### src/rtl/imm_gen_pipe.sv
// Decode-stage immediate generator with a 2-entry skid buffer and a sideband tag.
// Define IMMGEN_RVC_EN to also expand RV16 compressed-instruction immediates.
module imm_gen_pipe #(
    parameter int XLEN  = 32,
    parameter int TAG_W = 32
) (
    input  logic             clk,
    input  logic             rst,
    input  logic             flush,
    input  logic             in_valid,
    output logic             in_ready,
    input  logic [31:0]      in_ir,
    input  logic [TAG_W-1:0] in_tag,
    output logic             out_valid,
    input  logic             out_ready,
    output logic [XLEN-1:0]  out_imm,
    output logic [2:0]       out_fmt,
    output logic [TAG_W-1:0] out_tag,
    output logic             out_rvc
);

    typedef enum logic [2:0] {
        FMT_I   = 3'd0,
        FMT_S   = 3'd1,
        FMT_B   = 3'd2,
        FMT_U   = 3'd3,
        FMT_J   = 3'd4,
        FMT_R   = 3'd5,
        FMT_UNK = 3'd7
    } fmt_e;

    typedef struct packed {
        logic [XLEN-1:0]  imm;
        fmt_e             fmt;
        logic [TAG_W-1:0] tag;
        logic             rvc;
    } entry_t;

    entry_t dec, out_q, skid_q;
    logic   skid_valid;
    logic   accept, consume;
    logic   [XLEN-1:0] imm_i;

    // NOTE: every field of dec gets a default first, so no path leaves it unassigned and no latch is inferred.
    always_comb begin
        dec     = '0;
        dec.tag = in_tag;
        imm_i   = {{(XLEN-12){in_ir[31]}}, in_ir[31:20]};
        case (in_ir[6:0])
            7'b0010011, 7'b0000011, 7'b1100111, 7'b1110011: begin
                dec.fmt = FMT_I;
                dec.imm = imm_i;
            end
            7'b0100011: begin
                dec.fmt = FMT_S;
                dec.imm = {{(XLEN-12){in_ir[31]}}, in_ir[31:25], in_ir[11:7]};
            end
            7'b1100011: begin
                dec.fmt = FMT_B;
                dec.imm = {{(XLEN-13){in_ir[31]}}, in_ir[31], in_ir[7], in_ir[30:25], in_ir[11:8], 1'b0};
            end
            7'b0110111, 7'b0010111: begin
                dec.fmt = FMT_U;
                dec.imm = {{(XLEN-32){in_ir[31]}}, in_ir[31:12], 12'b0};
            end
            7'b1101111: begin
                dec.fmt = FMT_J;
                dec.imm = {{(XLEN-21){in_ir[31]}}, in_ir[31], in_ir[19:12], in_ir[20], in_ir[30:21], 1'b0};
            end
            7'b0110011: dec.fmt = FMT_R;
            default: begin
                dec.fmt = FMT_UNK;
                dec.imm = imm_i;
            end
        endcase
`ifdef IMMGEN_RVC_EN
        // Compressed word: the 16-bit decode overrides the 32-bit result above.
        if (in_ir[1:0] != 2'b11) begin
            dec.rvc = 1'b1;
            dec.fmt = FMT_UNK;
            dec.imm = '0;
            case ({in_ir[1:0], in_ir[15:13]})
                5'b01_000, 5'b01_010: begin
                    dec.fmt = FMT_I;
                    dec.imm = {{(XLEN-6){in_ir[12]}}, in_ir[12], in_ir[6:2]};
                end
                5'b01_011: begin
                    dec.fmt = FMT_U;
                    dec.imm = {{(XLEN-18){in_ir[12]}}, in_ir[12], in_ir[6:2], 12'b0};
                end
                5'b01_001, 5'b01_101: begin
                    dec.fmt = FMT_J;
                    dec.imm = {{(XLEN-12){in_ir[12]}}, in_ir[12], in_ir[8], in_ir[10:9], in_ir[6],
                               in_ir[7], in_ir[2], in_ir[11], in_ir[5:3], 1'b0};
                end
                5'b01_110, 5'b01_111: begin
                    dec.fmt = FMT_B;
                    dec.imm = {{(XLEN-9){in_ir[12]}}, in_ir[12], in_ir[6:5], in_ir[2],
                               in_ir[11:10], in_ir[4:3], 1'b0};
                end
                5'b00_010, 5'b00_110: begin
                    dec.fmt = in_ir[15] ? FMT_S : FMT_I;
                    dec.imm = {{(XLEN-7){1'b0}}, in_ir[5], in_ir[12:10], in_ir[6], 2'b0};
                end
                5'b10_010: begin
                    dec.fmt = FMT_I;
                    dec.imm = {{(XLEN-8){1'b0}}, in_ir[3:2], in_ir[12], in_ir[6:4], 2'b0};
                end
                5'b10_110: begin
                    dec.fmt = FMT_S;
                    dec.imm = {{(XLEN-8){1'b0}}, in_ir[8:7], in_ir[12:9], 2'b0};
                end
                default: ;
            endcase
        end
`endif
    end

    assign in_ready = ~skid_valid;
    assign accept   = in_valid & in_ready;
    assign consume  = out_valid & out_ready;

    // NOTE: registers use non-blocking assignments so every flop samples pre-edge values.
    // NOTE: the entry payloads are reset too, so out_* read zero after reset rather than X.
    always_ff @(posedge clk or negedge rst) begin
        if (!rst) begin
            out_valid  <= 1'b0;
            skid_valid <= 1'b0;
            out_q      <= '0;
            skid_q     <= '0;
        end else if (flush) begin
            out_valid  <= 1'b0;
            skid_valid <= 1'b0;
        end else if (consume) begin
            // A full skid blocks accept, so draining it never races a new entry.
            if (skid_valid) begin
                out_q      <= skid_q;
                skid_valid <= 1'b0;
            end else if (accept) begin
                out_q <= dec;
            end else begin
                out_valid <= 1'b0;
            end
        end else if (accept) begin
            if (out_valid) begin
                skid_q     <= dec;
                skid_valid <= 1'b1;
            end else begin
                out_q     <= dec;
                out_valid <= 1'b1;
            end
        end
    end

    assign out_imm = out_q.imm;
    assign out_fmt = out_q.fmt;
    assign out_tag = out_q.tag;
    assign out_rvc = out_q.rvc;

endmodule

### config.mk
export PLATFORM = sky130hd
export DESIGN_NAME = imm_gen_pipe
export DESIGN_NICKNAME = d
export VERILOG_FILES = /design/src/rtl/imm_gen_pipe.sv
export SDC_FILE = /design/constraint.sdc
export NUM_CORES = 1
export LEC_CHECK = 0
export BUFFER_PORTS_ARGS = -buffer_cell sky130_fd_sc_hd__clkbuf_2
export CORE_ASPECT_RATIO = 0.9
export CORE_MARGIN = 2
export CORE_UTILIZATION = 50
export DETAILED_ROUTE_END_ITERATION = 12
export PLACE_DENSITY = 0.72
export SLEW_MARGIN = 40
export SYNTH_ARGS = -nofsm -noshare
export SYNTH_HDL_FRONTEND = slang
export SYNTH_SLANG_ARGS = --single-unit
### constraint.sdc
create_clock -name clk -period 2.1 [get_ports clk]
set_clock_uncertainty 0.05 [all_clocks]
set_input_delay 0.21 -clock clk [delete_from_list [all_inputs] [get_ports clk]]
set_output_delay 0.21 -clock clk [all_outputs]
set_load 0.01 [all_outputs]
* Word-level counts from Yosys, hierarchy flattened
Index checks and enable logic that the tools add are counted.
** Word-level totals
- Register bits :: 137
- Output and inout port bits :: 70
** Operators by class
- Bitwise logic cells :: 5
- Eq/ne operators :: 13
- Multiplexer cells :: 16
- Reductions and logical operators :: 10
** Operator list (number)
- 68-bit two-way mux :: 5
- 32-bit case mux with 5 select lines :: 1
- 7-bit == test, second input constant :: 4
- 7-bit by 6-bit == test with 1-bit output, second input constant :: 3
- 3-bit case mux with 6 select lines :: 1
- 7-bit by 5-bit == test with 1-bit output, second input constant :: 2
- 1-bit two-way mux :: 9
- 4-bit AND reduction :: 2
- 7-bit by 2-bit == test with 1-bit output, second input constant :: 1
- 3-bit != test, second input constant :: 2
- 3-bit nonzero test :: 2
- 2-bit nonzero test :: 2
- 4-bit OR reduction :: 1
- 1-bit inverter :: 3
- 3-bit AND reduction :: 1
- 1-bit bitwise AND :: 2
- 2-bit by 1-bit != test with 1-bit output, second input constant :: 1
- 2-bit AND reduction :: 1
- 2-bit OR reduction :: 1

* Longest topological paths before layout
- Depth in word-level cells :: 6
- Gate-level depth with buffers :: 7
- Depth with buffers taken out :: 5

* Worst setup path before layout
OpenSTA, ideal clock, no wires.
- Kind :: register to register
- Start point :: register out_valid
- End point :: register out_q (netlist bit out_imm[12])
- Data arrival time :: 1.517 ns
- Setup time :: 0.130 ns
- Period minus slack after synthesis :: 1.697 ns
- Required time :: 1.920 ns
- Stages on the path, launching flop included :: 7
- Path buffers :: 1
- Setup slack :: 0.403 ns
- Cells stage by stage :: dfrtp_1 and2b_4 a211o_1 buf_6 or3_1 o21ai_1 a21oi_1
** Between the ends
- Longest elaborated chain between the ends :: 3
** Ends and longest elaborated chain
- start, declared :: line 14 : output logic out_valid,
- start signal, assigned :: line 127 : out_valid <= 1'b0;
- start signal, assigned :: line 132 : out_valid <= 1'b0;
- start signal, assigned :: line 142 : out_valid <= 1'b0;
- 1-bit bitwise AND :: line 121 : assign consume = out_valid & out_ready;
- 2-bit by 1-bit != test with 1-bit output (no line) or 2-bit nonzero test (tied branches)
- 4-bit AND reduction (no line)
- end signal, assigned :: line 137 : out_q <= skid_q;
- end, declared :: line 39 : entry_t dec, out_q, skid_q;
Parallel ways exist; a longest one is shown, timed or not.
A chain may end at the register's enable or synchronous reset.

* Worst setup path in the final report
- Start point :: register out_valid
- End point :: register out_q (netlist bit out_imm[15])
The elaborated chain is that of the path after synthesis.

==> results_dict.tcl <==
set metrics [dict create \
    multi_input_area_mm2 0.00234 \
    gp_congestion 0.835 \
    cp-start-kind "flop" \
    grt_overflow_total 0 \
    synth_nets 748 \
    initial_core_util 0.517 \
    cts_made_buffers 17 \
    antenna_found_initial 0 \
    max_freq_ghz 0.507 \
    tightest_slew_ns 0.601 \
    seq_area_frac_synth 0.569 \
    synthCells 679 \
    drt_wl_total_mm 16.1 \
    grt_pass1_wl_mm 26.4 \
    area.growth.synth_to_final_pct 31.6 \
    die_h_um 108 \
    dr.pass1.iters 6 \
    num_rows 37 \
    fill_cells 893 \
    critPathCaptureType "flop" \
    cts_tree "built" \
    antenna_left 0 \
    powerDensity_mw_per_mm2 987 \
    route.detailed.drc 0 \
    avgSynthCellArea_um2 8.81 \
    yosys_warnings 0 \
    drive_gt1_frac 0.230 \
    synth_top_family_by_area "simple AND/OR/NAND/NOR gates" \
    clkTransAtPathRegs_ns 0.05 \
    dpl_cell_area_mm2 0.00685 \
    routedWlPerCell_um 15.8 \
    dieArea_mm2 0.0129 \
    final_common_cell "nand2_1" \
    grt_pass1_vias 5406 \
    synth_ff_type "dfrtp_1" \
    rsz0062_at_grt "false" \
    ys_seq_elements 136 \
    min_period_over_period 0.939 \
    ys_types 43 \
    setup_viol 0 \
    hp-class "input port to flop" \
    drv_cap 0 \
    diodes 0 \
    synth_edf_count 0 \
    final_hold_viol_count 0 \
    synth-simple-area-share 0.226 \
    drtIter0Drc 521 \
    nets 920 \
    peakVddDrop_mv 0.470 \
    synthMuxAreaShare 0 \
    cellLeakagePower_nw 3.83 \
    arrival_ns 2.20 \
    report.final.slew_viol_count 0 \
    worstSetupPathType "flop to flop" \
    syn_area_mm2 0.00598 \
    synth_xor_area_frac 0 \
    yosys.area_share.adder 0 \
    min_period_ns 1.97 \
    io_buffers 137 \
    vias 5583 \
    coreArea_mm2 0.0116 \
    grt_util_all_layers 0.259 \
    final_area_mm2 0.00787 \
    cts_sinks 136 \
    clockBufferDepth 2 \
    cts_htree_levels 4 \
    grt_max_degree 65 \
    via_per_inst 5.47 \
    path_max_fanout 17 \
    relSlewSlack 0.599 \
    dp_hpwl_mm 10.6 \
    insertion_delay_ns 0.41 \
    cts_setup_buffers 0 \
    io_pins 139 \
    synthArstFlopShare 1.00 \
    root_buffer "clkbuf_16" \
    die_x_um 119 \
    final-seq-area_mm2 0.00340 \
    synth_compound_area_frac 0.164 \
    final.setup.tns_ns 0 \
    whs_ns 0.0100 \
    status "finished, final reports clean" \
    most-common-layout-cells "213 x nand2_1, 136 x clkbuf_2, 136 x dfrtp_1" \
    cp_data_required_time_ns 2.33 \
]
-- sequential cells by signal (all words and copies together), names as in the netlist --
signal	cells
out_fmt	3
out_tag	32
skid_q	67
skid_valid	1
out_imm	32
out_valid	1
-- what timing repair did --
item	4_1_cts	5_1_grt
endpoints found under the setup margin	0	0
hold endpoints to repair	122	0
hold buffers	44	0
resized for setup	0	0
-- cell usage after synthesis, drive strengths merged, types with 11 or more instances --
cell | number | share of area
nand3 | 17 | 0.014
a21oi | 54 | 0.045
or3 | 13 | 0.014
a31oi | 39 | 0.041
clkbuf | 22 | 0.014
nor2 | 62 | 0.040
buf | 26 | 0.024
nand2 | 214 | 0.13
a21o | 11 | 0.014
o21ai | 44 | 0.037
dfrtp | 136 | 0.57
-- per-stage QoR --
step	util	worst slack [ns]	total power [mW]	cells
after global routing	0.680	0.0155	8.15	1020
after detailed placement	0.592	0.173	4.85	944
after global placement	0.592	0.236	4.76	944
after floorplan	-	0.403	4.22	679
after CTS	0.680	0.147	7.79	1020
final	0.680	0.127	7.77	1020
-- layout make-up --
class                   instances  area share
clock buffers                  26      0.0660
clock inverters                 6     0.00795
inverters                       4     0.00191
multi-input cells             491       0.298
flip-flops and latches        136       0.432
well taps                     156      0.0248
repair buffers                201       0.169
-- worst max-delay path, stage by stage, from the launching register on --
cell,delay (ns)
dfrtp_1,0.46
and2b_4,0.23
a211o_1,0.52
or3_1,0.44
o21ai_1,0.09
a21oi_1,0.06
-- report_power, final --
part	total, mW	switching [mW]	internal, mW
combinational	1.36	0.766	0.598
sequential	3.52	0.327	3.19
clock	2.88	1.07	1.81
total	7.77	2.16	5.61
-- path summary, 6_finish.rpt --
check | start | endpoint | slack, ns | depth (start not counted)
max | out_valid | out_imm[15] | 0.13 | 5
min | flush | out_valid | 0.01 | 2
max reg2reg | out_valid | out_imm[15] | 0.13 | 5
min reg2reg | out_imm[26] | out_imm[26] | 0.42 | 1
max in group asynchronous | rst | skid_q[65] | 1.02 | 3
min in group asynchronous | rst | out_tag[1] | 0.30 | 2
-- cells by family (layout without fill, tap and decap cells) --
logic type             Yosys count  count (layout)
buffers and inverters           52             237
AOI/OAI and AO/OA              166             166
other                            1               1
and+or+nand+nor                324             324
DFF                            136             136
-- per-layer routing --
metal / track usage / up-vias / wire, µm
met1: 0.341 / 2677 / 6910
met4: 0.0882 / 0 / 292
met3: 0.0694 / 27 / 1180
li1: - / 2637 / -
met2: 0.417 / 242 / 7700
met5: 0 / - / 0
(Power assumes the default switching activity.)
